### src/rtl/csa_seq_pkg.sv
// Shared types for the sequential carry-select wide adder.
// Byte width and FSM state encoding.
package csa_seq_pkg;
  localparam int BYTE_W = 8;

  typedef enum logic [1:0] {
    IDLE = 2'd0,
    ADD  = 2'd1,
    INC  = 2'd2,
    DONE = 2'd3
  } state_t;
endpackage

### src/rtl/csa_seq_add_csa_8.sv
// 8-bit carry-select adder: ripple low nibble,
// high nibble precomputed for both carries.
module csa_8 (
  input  logic [7:0] a,
  input  logic [7:0] b,
  input  logic       cin,
  output logic [7:0] sum,
  output logic       cout
);
  logic [4:0] lo;
  logic [4:0] hi0;
  logic [4:0] hi1;

  assign lo  = {1'b0, a[3:0]} + {1'b0, b[3:0]} + {4'b0, cin};
  assign hi0 = {1'b0, a[7:4]} + {1'b0, b[7:4]};
  assign hi1 = {1'b0, a[7:4]} + {1'b0, b[7:4]} + 5'd1;

  assign sum  = {lo[4] ? hi1[3:0] : hi0[3:0], lo[3:0]};
  assign cout = lo[4] ? hi1[4] : hi0[4];
endmodule

### src/rtl/csa_seq_add.sv
// Wide adder time-sharing one csa_8, byte-serial LSB first.
// CSA_SEQ_SKIP_EN: skip the carry-fold pass when carry is 0.
module csa_seq_add
  import csa_seq_pkg::*;
#(
  parameter int WIDTH = 32
) (
  input  logic             clk,
  input  logic             rst_n,
  input  logic             in_valid,
  output logic             in_ready,
  input  logic [WIDTH-1:0] a,
  input  logic [WIDTH-1:0] b,
  input  logic             cin,
  output logic             out_valid,
  input  logic             out_ready,
  output logic [WIDTH-1:0] sum,
  output logic             cout
);
  localparam int NB = WIDTH / BYTE_W;
  localparam int IW = (NB > 1) ? $clog2(NB) : 1;

  state_t state;
  state_t state_nx;

  logic [WIDTH-1:0]  a_q;
  logic [WIDTH-1:0]  b_q;
  logic [WIDTH-1:0]  sum_q;
  logic [BYTE_W-1:0] p;
  logic              c;
  logic              c1;
  logic [IW-1:0]     idx;
  logic              last;
  logic              skip;

  logic [BYTE_W-1:0] op_a;
  logic [BYTE_W-1:0] op_b;
  logic [BYTE_W-1:0] s8;
  logic              co8;

  assign last = (idx == IW'(NB - 1));

`ifdef CSA_SEQ_SKIP_EN
  assign skip = ~c;
`else
  assign skip = 1'b0;
`endif

  always_comb begin
    op_a = '0;
    op_b = '0;
    unique case (1'b1)
      state == ADD: begin
        op_a = a_q[idx*BYTE_W +: BYTE_W];
        op_b = b_q[idx*BYTE_W +: BYTE_W];
      end
      state == INC: begin
        op_a = p;
        op_b = {{(BYTE_W-1){1'b0}}, c};
      end
      default: ;
    endcase
  end

  csa_8 u_csa (
    .a    (op_a),
    .b    (op_b),
    .cin  (1'b0),
    .sum  (s8),
    .cout (co8)
  );

  always_comb begin
    state_nx = state;
    unique case (state)
      IDLE: if (in_valid) state_nx = ADD;
      ADD: begin
        if (!skip)    state_nx = INC;
        else if (last) state_nx = DONE;
      end
      INC:  state_nx = last ? DONE : ADD;
      DONE: if (out_ready) state_nx = IDLE;
      default: state_nx = IDLE;
    endcase
  end

  always_ff @(posedge clk or negedge rst_n) begin
    if (!rst_n) state <= IDLE;
    else        state <= state_nx;
  end

  always_ff @(posedge clk or negedge rst_n) begin
    if (!rst_n) begin
      a_q   <= '0;
      b_q   <= '0;
      sum_q <= '0;
      p     <= '0;
      c     <= 1'b0;
      c1    <= 1'b0;
      idx   <= '0;
    end else begin
      unique case (state)
        IDLE: if (in_valid) begin
          a_q <= a;
          b_q <= b;
          c   <= cin;
          idx <= '0;
        end
        ADD: begin
          if (skip) begin
            sum_q[idx*BYTE_W +: BYTE_W] <= s8;
            c <= co8;
            if (!last) idx <= idx + IW'(1);
          end else begin
            p  <= s8;
            c1 <= co8;
          end
        end
        INC: begin
          // c1 and the fold carry are mutually exclusive
          sum_q[idx*BYTE_W +: BYTE_W] <= s8;
          c <= c1 | co8;
          if (!last) idx <= idx + IW'(1);
        end
        default: ;
      endcase
    end
  end

  assign in_ready  = rst_n & (state == IDLE);
  assign out_valid = (state == DONE);
  assign sum       = sum_q;
  assign cout      = c;
endmodule

### config.mk
export PLATFORM = sky130hd
export DESIGN_NAME = csa_seq_add
export DESIGN_NICKNAME = d
export VERILOG_FILES = /design/src/rtl/csa_seq_pkg.sv /design/src/rtl/csa_seq_add_csa_8.sv /design/src/rtl/csa_seq_add.sv
export SDC_FILE = /design/constraint.sdc
export NUM_CORES = 1
export LEC_CHECK = 0
export CAP_MARGIN = 20
export CORE_ASPECT_RATIO = 1.75
export CORE_MARGIN = 2
export CORE_UTILIZATION = 50
export CTS_CLUSTER_SIZE = 10
export DETAILED_ROUTE_END_ITERATION = 10
export GPL_ROUTABILITY_DRIVEN = 0
export GPL_TIMING_DRIVEN = 0
export PLACE_DENSITY = 0.84
export SLEW_MARGIN = 20
export SYNTH_ARGS = -nofsm -noshare
export SYNTH_HDL_FRONTEND = slang
export SYNTH_HIERARCHICAL = 1
export SYNTH_SLANG_ARGS = --single-unit
### constraint.sdc
create_clock -name clk -period 4 [get_ports clk]
set_input_delay 0.8 -clock clk [delete_from_list [all_inputs] [get_ports clk]]
set_output_delay 0.8 -clock clk [all_outputs]
set_load 0.05 [all_outputs]
Word-level counts from Yosys, hierarchy flattened
Cells that the tools add are included.

Bitwise gates (word level): 2. Eq/ne operators: 7. Shifts and indexed selects: 4. Reductions and logical operators: 6. Muxes and demuxes: 14. $add $sub $neg: 5.

Operators with widths (number): 32-bit by 6-bit variable part select with 8-bit output (2); 5-bit negator with 34-bit output (1); 8-bit by 34-bit variable shift with 32-bit output (first input constant) (1); 8-bit by 34-bit variable part select with 32-bit output (1); 32-bit bitwise mux (1); 8-bit case mux with 2 select lines (2); 4-bit by 4-bit adder with 5-bit output (2); 2-bit 2-to-1 mux (5); 2-bit case mux with 4 select lines (1); 2-bit == test (second input constant) (3); 2-bit AND reduction (3); 5-bit by 1-bit adder with 5-bit output (second input constant) (1); 4-bit 2-to-1 mux (1); 2-bit inequality test (second input constant) (2); 2-bit case mux with 2 select lines (1); 3-bit AND reduction (1); 2-bit by 1-bit adder with 2-bit output (second input constant) (1); 2-bit by 1-bit == test with 1-bit output (second input constant) (1); 2-bit logical NOT (1); 1-bit 2-to-1 mux (2); 2-bit by 1-bit inequality test with 1-bit output (second input constant) (1); 1-bit case mux with 2 select lines (1); 2-bit nonzero test (1); 1-bit AND (1); 1-bit bitwise OR (1).

Flip-flop bits (word level): 110. Logic and storage cells: 46. Input bits: 69. Output and inout port bits: 35.

Depth between registers and ports, before layout
Gate-level depths: netlist of run 1.

Depth in word-level cells: 7. Mapped depth: 16. Mapped depth without buffers: 14.

Hierarchy
The synthesis of run 1 kept the hierarchy.

By module, submodules not included: csa_seq_add (sequential area each 2752.6 um^2, times used 1, area an instance 4916.0 um^2, cells each 321); csa_8 (sequential area each 0.0 um^2, times used 1, area an instance 384.1 um^2, cells each 47).

Worst setup path before layout of run 1
OpenSTA, ideal clock, no wires.

Kind: register to register. From: register state[0]. To: register c, in the netlist cout. Period minus slack after synthesis: 3550 ps. Buffers on the path: 2. Setup time: 126 ps. Path slack: 450 ps. Required time: 3874 ps. Stages on the path, launching flop included: 17. Data arrival time: 3424 ps. Path through: dfrtp_1 > inv_1 > ha_1 > buf_1 > and2_1 > clkbuf_1 > a32o_1 > inv_1 > fa_1 > fa_1 > nor2b_1 > o21ai_1 > a2111oi_2 > xnor2_1 > nor2_1 > o211ai_1 > o311a_1.

Elaborated cells between the ends (all ways): 14. Classes of those cells: 3 x add/sub; 3 x eq/ne; 4 x mux; 1 x bitwise; 3 x reduce/logical.

RTL lines: from (decl) (RTL line csa_seq_add.sv:23) `state_t state;`; from (signal assigned) (RTL line csa_seq_add.sv:89) `else state <= state_nx;`; 2-bit == test or 2-bit by 1-bit == test with 1-bit output (tied branches); 8-bit case mux with 2 select lines * (RTL line csa_seq_add.sv:52) `unique case (1'b1)`; named net op_a[0] (RTL line csa_seq_add.sv:36) `logic [BYTE_W-1:0] op_a;`; 4-bit by 4-bit adder with 5-bit output * (RTL line csa_seq_add_csa_8.sv:14) `assign lo = {1'b0, a[3:0]} + {1'b0, b[3:0]} + {4'b0, cin};`; 1-bit 2-to-1 mux * (RTL line csa_seq_add_csa_8.sv:19) `assign cout = lo[4] ? hi1[4] : hi0[4];`; named net co8 (RTL line csa_seq_add.sv:39) `logic co8;`; 1-bit bitwise OR * (RTL line csa_seq_add.sv:122) `c <= c1 | co8;`; 1-bit case mux with 2 select lines * (RTL line csa_seq_add.sv:102) `unique case (state)`; to (signal assigned) (RTL line csa_seq_add.sv:106) `c <= cin;`; to (signal assigned) (RTL line csa_seq_add.sv:112) `c <= co8;`; to (signal assigned) (RTL line csa_seq_add.sv:122); to (decl) (RTL line csa_seq_add.sv:30) `logic c;`.

Mark *: on every way through the listed nets, which the timed path passes. The rest lies on a longest branch. A chain may end at the register's enable or synchronous reset.

Worst setup path after layout of run 1
From: register idx[0]. To: register c, in the netlist cout.

Cells in the longest elaborated chain, start to end: 7. Elaborated cells between the ends (all ways): 10. Classes of those cells: 3 x add/sub; 2 x shift; 4 x mux; 1 x bitwise.

Ends and longest elaborated chain: from (decl) (RTL line csa_seq_add.sv:32) `logic [IW-1:0] idx;`; from (signal assigned) (RTL line csa_seq_add.sv:113) `if (!last) idx <= idx + IW'(1);`; from (signal assigned) (RTL line csa_seq_add.sv:123) `if (!last) idx <= idx + IW'(1);`; 32-bit by 6-bit variable part select with 8-bit output * (RTL line csa_seq_add.sv:55) `op_b = b_q[idx*BYTE_W +: BYTE_W];`; 8-bit case mux with 2 select lines * (RTL line csa_seq_add.sv:52); named net op_b[4] (RTL line csa_seq_add.sv:37) `logic [BYTE_W-1:0] op_b;`; 4-bit by 4-bit adder with 5-bit output * (RTL line csa_seq_add_csa_8.sv:15, csa_seq_add_csa_8.sv:16); 5-bit by 1-bit adder with 5-bit output (RTL line csa_seq_add_csa_8.sv:16) `assign hi1 = {1'b0, a[7:4]} + {1'b0, b[7:4]} + 5'd1;`; 1-bit 2-to-1 mux * (RTL line csa_seq_add_csa_8.sv:19); named net co8 (RTL line csa_seq_add.sv:39); 1-bit bitwise OR * (RTL line csa_seq_add.sv:122); 1-bit case mux with 2 select lines * (RTL line csa_seq_add.sv:102).

Marked as above.

==> results of run 1 <==
## synthesized netlist by cell type, types with 2 or more instances
cell type | count | area, um^2
a21oi_1 | 8 | 40.0
a22o_1 | 34 | 298
a31oi_1 | 2 | 12.5
a32o_1 | 9 | 90.1
and2_1 | 3 | 18.8
and3_1 | 8 | 50.1
buf_1 | 2 | 7.51
buf_2 | 8 | 40.0
buf_6 | 2 | 22.5
clkbuf_1 | 5 | 18.8
dfrtp_1 | 110 | 2750
fa_1 | 3 | 60.1
ha_1 | 19 | 238
inv_1 | 13 | 48.8
mux2_2 | 73 | 822
mux4_1 | 15 | 394
nand2_1 | 10 | 37.5
nand2b_1 | 3 | 18.8
nand3_1 | 3 | 15.0
nor2_1 | 5 | 18.8
nor2b_1 | 2 | 12.5
nor3b_1 | 2 | 15.0
o21ai_0 | 3 | 15.0
xnor2_1 | 4 | 35.0
xor2_1 | 2 | 17.5
## per-layer routing
layer / wire length [um] / vias up / global-route usage, %
met5: 0 / - / 0
met4: 353 / 0 / 8.60
met3: 351 / 26 / 4.32
met2: 7010 / 101 / 41.8
met1: 4420 / 1873 / 26.2
li1: - / 1608 / -
## logic make-up (layout without fill, tap and decap cells)
kind of cell	after synthesis	count (layout)	synth area share [%]
simple gates	43	43	4.96
compound gates	63	63	9.75
xor+xnor	7	7	1.30
flops	110	110	51.9
mux	90	90	23.6
other cells	1	1	0.0708
buf+inv	32	149	2.79
fa+ha+maj	22	22	5.62
## flip-flops by register name (all words and copies together) (netlist names)
register / count
a_q: 32
p: 8
cout: 1
sum: 32
b_q: 32
idx: 2
state: 2
c1: 1
## through the flow
stage / utilization [%] / hold WS (ns)
final: 66.4 / 0.386
after global routing: 66.4 / 0.451
after CTS: 66.2 / 0.431
after detailed placement: 63.3 / 0.487
after global placement: 63.0 / 0.480
after floorplan: - / 0.470
## layout by cell type, fill, tap and decap left out, types with 4 or more instances in the layout
master	Yosys	final
nor2_1	5	5
mux2_2	73	73
inv_1	13	13
a32o_1	9	9
a21oi_1	8	8
clkbuf_16	0	9
clkdlybuf4s50_1	0	102
mux4_1	15	15
buf_2	8	8
nand2_1	10	10
ha_1	19	17
and3_1	8	8
dfrtp_1	110	110
a22o_1	34	34
xnor2_1	4	4
## path summary, 6_finish.rpt
| path | end | startpoint | cells past startpoint | slack [ns] |
|---|---|---|---|---|
| max | cout | idx[0] | 13 | 0.26 |
| max in group asynchronous | sum[28] | rst_n | 2 | 2.93 |
| max reg2reg | cout | idx[0] | 13 | 0.26 |
| min in group clk | a_q[8] | a_q[8] | 1 | 0.50 |
| min reg2reg | a_q[8] | a_q[8] | 1 | 0.50 |
| min | b_q[2] | rst_n | 1 | 0.39 |
## layout make-up
class,count,area [um^2]
Buffer,14,80.1
Clock buffer,11,243
Clock inverter,5,66.3
Fill cell,739,3460
Inverter,15,58.8
Multi-Input combinational cell,226,2420
Sequential cell,110,2750
Tap cell,127,159
Timing Repair Buffer,104,1060
## power by group through the flow
stage / clock network (mW) / registers, mW / logic [mW]
2_1_floorplan: 0 / 2.02 / 1.55
3_3_place_gp: 0 / 1.80 / 2.37
3_5_place_dp: 0 / 1.84 / 2.46
4_1_cts: 0.938 / 1.82 / 2.47
5_1_grt: 0.982 / 1.88 / 2.71
6_report: 0.924 / 1.83 / 2.51
## critical path, stage by stage (launching register included)
cell	delay [ns]
dfrtp_1	0.44
buf_6	0.20
buf_6	0.18
mux4_1	0.59
and3_1	0.24
ha_1	0.22
fa_1	0.53
ha_1	0.17
nand2_1	0.07
a2111oi_2	0.36
xnor2_1	0.14
nor2_1	0.17
o211ai_1	0.13
o311a_1	0.16
## what timing repair did
action / CTS / global route
hold endpoints to repair: 0 / 0
pin swaps: 0 / 0
endpoints found under the setup margin: 6 / 12
hold buffers: 0 / 0
gates resized for setup: 1 / 8
==> flow_metrics.py, run 1 <==
metrics = {
    "placed_design": {
        "place_worst_setup_slack_ns": -0.210,
        "numPortBuffers": 103,
        "placed_cells": 599,
        "dpl_cell_area_um2": 6520,
        "dp_hpwl_um": 9100,
    },
    "pwr": {
        "clkPwrFrac_pct": 17.6,
        "p_leak_nw": 3.00,
        "power_density_nw_per_um2": 769,
        "p_sw_mw": 1.99,
        "combPwrFrac_pct": 47.7,
        "pwr-share-seq_pct": 34.7,
        "power_mw": 5.26,
        "switching_share_pct": 37.7,
        "peakVddDrop_uv": 458,
        "internal_power_mw": 3.28,
    },
    "clock_tree": {
        "postCtsSetupRepairBufs": 0,
        "clkLatencyLatePin_ns": 0.35,
        "clkTransAtPathRegs_ns": 0.07,
        "htree_levels": 3,
        "cts_sinks": 110,
        "cts_buffer_depth": 2,
        "cts-buffers-inserted": 9,
        "clockRootBuffer": "clkbuf_16",
        "cts_tree": "yes",
    },
    "timing": {
        "finalCriticalPeriod_ns": 3.74,
        "hold_viol": 0,
        "skew_ns": 0.00683,
        "grt_setup_unrepaired": "no",
        "setup_viol": 0,
        "timing.final.ws_setup_ns": 0.261,
        "worstMarginPinSlew_ns": 0.598,
        "fmax_mhz": 267,
        "fin_crit_sh_pct": 93.5,
        "slew_headroom_pct": 59.9,
        "slew_viol_final": 0,
        "setup_tns_ns": 0,
    },
    "floorplan": {
        "ioPinCount": 104,
        "dieHeight_um": 140,
        "core_um2": 10300,
        "die-area_um2": 11500,
        "rows": 49,
        "chipWidth_um": 81.8,
        "initial_core_util_pct": 51.5,
    },
    "routing": {
        "antenna_left": 0,
        "drt_pass1_iterations": 4,
        "wl_per_cell_um": 19.8,
        "wl_um": 12100,
        "via_count": 3608,
        "drc_errors": 0,
        "viasPerCell": 5.90,
        "drt_iter0_drc": 138,
    },
    "grt": {
        "grt_start_max_net_pins": 61,
        "antenna_found_initial": 0,
        "grt_util_all_layers_pct": 23.2,
        "gr-total-overflow": 0,
        "grt_pass1_vias": 3927,
        "grt_pass1_wl_um": 20000,
    },
    "cells_and_area": {
        "n_antenna_cell": 0,
        "drive_gt1_share_pct": 23.3,
        "area_delta_synth_final_pct": 29.0,
        "fin_nets": 571,
        "final_cells": 612,
        "design_area_um2": 6840,
    },
    "setup_path": {
        "crit_arrival_ns": 3.97,
        "path_max_fanout": 10,
        "worstSetupEndpointType": "flip-flop",
        "cp.required_ns": 4.23,
        "worstSetupStartpointType": "flip-flop",
        "criticalPathCategory": "reg -> reg",
    },
    "yosys": {
        "yosys_warnings": 6,
        "synth_ff_type": "dfrtp_1",
        "synth_edf_count": 0,
        "synthesis.area_um2": 5300,
        "synthArstFlopShare_pct": 100,
        "ys_ff_latch": 110,
        "yosysSeqAreaShare_pct": 51.9,
        "synth.avg_cell_area_um2": 14.4,
        "syn_inst": 368,
        "syn-num-nets": 459,
        "netlist-cell-type-count": 45,
    },
    "min_path": {
        "hold_path_class": "in -> async",
    },
    "job": {
        "maxCapViolations": 0,
    },
    "run_status": {
        "outcome": "finished, final reports clean",
    },
}
Note: power is estimated with default switching activity, not from simulation.
==> run 2: changes to the inputs <==
--- a/config.mk
+++ b/config.mk
@@ -6,14 +6,16 @@
 export NUM_CORES = 1
 export LEC_CHECK = 0
 export CAP_MARGIN = 20
+export CELL_PAD_IN_SITES_DETAIL_PLACEMENT = 1
+export CELL_PAD_IN_SITES_GLOBAL_PLACEMENT = 1
 export CORE_ASPECT_RATIO = 1.75
 export CORE_MARGIN = 2
-export CORE_UTILIZATION = 50
+export CORE_UTILIZATION = 42
 export CTS_CLUSTER_SIZE = 10
 export DETAILED_ROUTE_END_ITERATION = 10
 export GPL_ROUTABILITY_DRIVEN = 0
 export GPL_TIMING_DRIVEN = 0
-export PLACE_DENSITY = 0.84
+export PLACE_DENSITY = 0.85
 export SLEW_MARGIN = 20
 export SYNTH_ARGS = -nofsm -noshare
 export SYNTH_HDL_FRONTEND = slang
==> flow_metrics.py, run 2 (synthesis gave the netlist of run 1 again) <==
metrics = {
    "run_status": {
        "outcome": "finished, final reports clean",
    },
    "grt": {
        "grt_util_all_layers_pct": 21.1,
        "grt_start_max_net_pins": 61,
        "gr-total-overflow": 0,
        "antenna_found_initial": 0,
        "grt_pass1_wl_um": 21500,
        "grt_pass1_vias": 4159,
    },
    "timing": {
        "fmax_mhz": 263,
        "skew_ns": 0.00860,
        "worstMarginPinSlew_ns": 0.593,
        "slew_viol_final": 0,
        "finalCriticalPeriod_ns": 3.80,
        "fin_crit_sh_pct": 94.9,
        "setup_tns_ns": 0,
        "setup_viol": 0,
        "grt_setup_unrepaired": "no",
        "timing.final.ws_setup_ns": 0.204,
        "hold_viol": 0,
        "slew_headroom_pct": 60.2,
    },
    "pwr": {
        "power_density_nw_per_um2": 771,
        "power_mw": 5.30,
        "p_leak_nw": 3.00,
        "internal_power_mw": 3.26,
        "pwr-share-seq_pct": 34.7,
        "p_sw_mw": 2.04,
        "combPwrFrac_pct": 48.0,
        "peakVddDrop_uv": 344,
        "clkPwrFrac_pct": 17.3,
        "switching_share_pct": 38.4,
    },
    "clock_tree": {
        "clkLatencyLatePin_ns": 0.35,
        "cts_sinks": 110,
        "clockRootBuffer": "clkbuf_16",
        "clkTransAtPathRegs_ns": 0.07,
        "cts_tree": "yes",
        "postCtsSetupRepairBufs": 0,
        "cts_buffer_depth": 2,
        "htree_levels": 3,
        "cts-buffers-inserted": 9,
    },
    "routing": {
        "met2WireLength_um": 8040,
        "top_layer": "met4",
        "viasPerCell": 5.45,
        "drt_pass1_iterations": 4,
        "antenna_left": 0,
        "drt_iter0_drc": 99,
        "wl_um": 13500,
        "wl_per_cell_um": 20.7,
        "wl_met1_um": 4710,
        "drc_errors": 0,
        "dr_wl_met3_um": 297,
        "via_count": 3561,
    },
    "setup_path": {
        "r2r_end": "cout",
        "worstSetupStartpointType": "flip-flop",
        "r2r_slack_ns": 0.20,
        "criticalPathCategory": "reg -> reg",
        "cp.required_ns": 4.23,
        "path_max_fanout": 10,
        "ff2ff_path_depth": 13,
        "r2r-start": "idx[0]",
        "crit_arrival_ns": 4.03,
        "worstSetupEndpointType": "flip-flop",
    },
    "cells_and_area": {
        "area_delta_synth_final_pct": 29.7,
        "most-common-layout-cells": "dfrtp_1, clkdlybuf4s50_1, mux2_2",
        "drive_gt1_share_pct": 23.1,
        "final_common_cell": "dfrtp_1",
        "n_antenna_cell": 0,
        "fin_nets": 571,
    },
    "floorplan": {
        "chipWidth_um": 88.9,
        "ioPinCount": 104,
        "dieHeight_um": 153,
        "rows": 54,
        "die-area_um2": 13600,
        "initial_core_util_pct": 42.9,
        "core_um2": 12400,
    },
    "min_path": {
        "hold_path_class": "in -> async",
    },
    "placed_design": {
        "dp_hpwl_um": 10600,
        "numPortBuffers": 103,
        "place_worst_setup_slack_ns": -0.255,
    },
    "job": {
        "maxCapViolations": 0,
    },
}
run 2: power groups by stage:
stage          clock network [mW]  registers, mW  logic [mW]
2_1_floorplan                   0           2.02        1.55
3_3_place_gp                    0           1.80        2.40
3_5_place_dp                    0           1.86        2.54
4_1_cts                     0.942           1.84        2.56
5_1_grt                     0.986           1.90        2.71
6_report                    0.920           1.84        2.54
run 2: worst max-delay path by stage:
stage	startpoint	end	slack, ns	depth (start not counted)
6_report	idx[0]	cout	0.20	13
5_1_grt	state[1]	cout	0.007	14
4_1_cts	state[1]	cout	0.03	15
3_5_place_dp	state[0]	cout	-0.25	16
3_3_place_gp	rst_n	in_ready	-2.73	3
2_1_floorplan	state[0]	cout	0.45	16
run 2: metrics by stage:
stage	cells	utilization, %	area [um^2]	hold WS [ns]
2_1_floorplan	368	-	5300	0.470
3_3_place_gp	639	52.9	6540	0.479
3_5_place_dp	640	53.1	6570	0.489
4_1_cts	654	55.6	6870	0.429
5_1_grt	653	55.6	6880	0.447
6_report	653	55.6	6880	0.410
run 2: critical path, stage by stage (launching register included):
cell,delay [ns]
dfrtp_1,0.46
buf_6,0.21
buf_6,0.19
mux4_1,0.63
and3_1,0.24
ha_1,0.22
fa_1,0.53
ha_1,0.18
nand2_1,0.07
a2111oi_2,0.36
xnor2_1,0.20
nor2_1,0.13
o211ai_1,0.10
o311a_1,0.15
run 2: cell type report:
| cell class | instances | area [um^2] |
|---|---|---|
| clock inverters | 5 | 66.3 |
| flip-flops and latches | 110 | 2750 |
| well taps | 168 | 210 |
| inverters | 15 | 58.8 |
| plain buffers | 14 | 78.8 |
| repair buffers | 104 | 1060 |
| clock buffers | 11 | 243 |
| fillers | 1189 | 5490 |
| multi-input cells | 226 | 2410 |
run 2: repair_timing:
action,4_1_cts,5_1_grt
setup endpoints to repair,18,3
hold buffers,0,0
resized for setup,1,5
run 2: routing by layer:
layer | vias up | track usage, %
met4 | 0 | 10.3
met3 | 31 | 2.55
met1 | 1843 | 21.4
met2 | 83 | 40.3
met5 | - | 0
li1 | 1604 | -
==> edit (config.mk and constraints of run 1) <==
Change the parameter `WIDTH` from 32 to 64.
--- a/src/rtl/csa_seq_add.sv
+++ b/src/rtl/csa_seq_add.sv
@@ -3,7 +3,7 @@
 module csa_seq_add
   import csa_seq_pkg::*;
 #(
-  parameter int WIDTH = 32
+  parameter int WIDTH = 64
 ) (
   input  logic             clk,
   input  logic             rst_n,
Interface: changed (resized a, b and sum); port bits go from 104 to 200. No check against the original RTL was run, so the function may have changed too.
==> edit against run 1 <==
Via count grew 94%; die area grew 80%; count of clock-buffer cells in the layout grew 16; synthesized area grew 83%; hold slack lost 0.18 ns; clock skew grew 0.0042 ns; sequential cell count grew 97; design area grew 87%; setup slack lost 0.017 ns; wire length grew 110%; total power grew 110%; non-clock buffer count grew 130; critical path depth grew 4; largest power group unchanged; highest routed layer unchanged.
==> edit: results (changes against run 1) <==
Placement
The placed instance area is 0.0121 sq mm (+85%). The count of input and output buffers is 199 (+93%). The worst slack at placement is -0.251 ns (-0.0411 ns). The HPWL reported at the end of detailed placement was 18.7 mm (+110%).

Logic synthesis
The net count after synthesis is 942 (+110%). The sequential cell area fraction in the yosys report is 53.3% (+1.4 points). Yosys attributes the largest share of cell area to dfrtp_1 (53%), mux2_2 (17%), nand2_1 (5.4%). The share of flip-flops with an asynchronous set or reset was 100% (unchanged).

The number of distinct library cells after synthesis is 54 (+20%). The most used flip-flop cell after synthesis is dfrtp_1. The synthesized instance count was 787 (+110%). The Yosys warning count is 6 (unchanged).

Counting instances in the post-synthesis netlist gives the leading cell types as dfrtp_1 (207), mux2_2 (146), nand2_1 (141).

Global route
The largest net degree at the start of global routing is 98 (+61%). The total global routing track utilization is 25.1% (+1.9 points). The number of antenna violations at the first check in global routing is 3 (+3). The via count of the first global-routing pass was 7447 (+90%).

The global-route wire length before repair is 39.6 mm (+98%).

CTS
The total CTS buffers is 24 (+15). The clock transition at the register clock pins on the worst setup and hold paths after CTS is 0.06 ns. The maximum buffer depth of the clock tree came to 3 (+1). The latest clock arrival within the worst-skew pair is 0.51 ns (+0.16 ns).

The cell sitting at the root of the clock tree is a clkbuf_16. The level count of the clock H-tree is 1 (-2).

Cells and area
The fraction of layout instances using a drive strength above 1 is 25.4% (+2.1 points). The final layout net count is 1169 (+100%). The filler cell count in the final layout is 1409 (+91%).

Route
The total wirelength of the detailed-routed design is 25.2 mm (+110%). The DRC violation count after routing came to 0 (unchanged). The number of detailed-route iterations in the first pass was 5 (+1). The mean routed wirelength per cell was 20.0 um (+0.91%). The number of DRC markers after the initial detailed-route iteration is 277 (+100%). The via count came to 6989 (+94%).

Worst setup path
The slack of the worst reg-to-reg path is 0.24 ns (-0.02 ns). The cell depth of the worst flop-to-flop path is 17 (+4). The critical path is of the register to register type. The critical-path cell with the highest stage delay is dfrtp_2. The maximum fanout along the worst path came to 10 (unchanged). The family of cells with the greatest summed delay on the critical path is compound AO/OA/AOI/OAI gates. The timing startpoint of the critical path is idx[0]$_DFFE_PN0P_.

The largest stage delay on the critical path was 0.47 ns (-0.12 ns). The arrival time of data at the critical path endpoint was 4.18 ns (+0.21 ns). The capture point of the critical path is cout$_DFFE_PN0P_.

STA
The worst relative slew slack is 54.6% (-5.3 points). The minimum hold slack is 0.205 ns (-0.182 ns). The worst clock skew is 0.0110 ns (+0.00417 ns). The setup slack after layout was 0.245 ns (-0.0166 ns).

Power and ir drop
The static leakage is 0.00543 uW (+81%). The maximum VDD drop is 611 uV (+34%).

Run status
The run finished with clean final reports.

Hold path
The type of the tightest min-delay check is primary input to async pin.
-- edit: cell types whose count changed in the layout (fill, tap and decap cells not counted), moves of 26 or more --
| cell | before | now |
|---|---|---|
| nand2_1 | 10 | 141 |
| clkdlybuf4s50_1 | 102 | 198 |
| dfrtp_1 | 110 | 206 |
| mux2_2 | 73 | 147 |
| a22o_1 | 34 | 3 |
| o21ai_0 | 3 | 31 |
| o21ai_1 | 1 | 27 |
-- edit: power by group --
| part | total (uW) | leakage, uW | internal (uW) | switching, uW |
|---|---|---|---|---|
| combinational | 5620 | 0.00273 | 2380 | 3240 |
| sequential | 3680 | 0.00239 | 3120 | 561 |
| clock | 1890 | 0.000316 | 1110 | 776 |
-- edit: cell families after synthesis --
family	synth area share (%)
flip-flops	53.3
AND/OR/NAND/NOR	8.82
multiplexers	24.2
AO/OA/AOI/OAI	6.71
buffers and inverters	3.15
adder cells (fa/ha/maj)	3.06
XOR/XNOR	0.708
other	0.0386
-- edit: timing repair --
action | in CTS | in global routing
pin swaps | 0 | 1
hold buffers | 0 | 0
setup endpoints to repair | 37 | 20
gates resized for setup | 10 | 20
buffers inserted | 0 | 1
gates cloned | 0 | 0
-- edit: cell type report --
cell class	instances	area (sq um)	share of cell area (%)
Antenna cell	3	7.51	0.0587
Sequential cell	207	5180	40.5
Tap cell	241	302	2.36
Clock buffer	27	643	5.03
Inverter	16	62.6	0.489
Multi-Input combinational cell	517	4260	33.3
Buffer	46	284	2.22
Timing Repair Buffer	202	2060	16.1
-- edit: metal layers --
layer,vias to the layer above,global-route usage (%),routed length (um)
li1,3216,-,-
met1,3498,28.5,9200
met2,213,46.3,14000
met3,62,2.18,933
met4,0,11.4,1020
met5,-,0,0
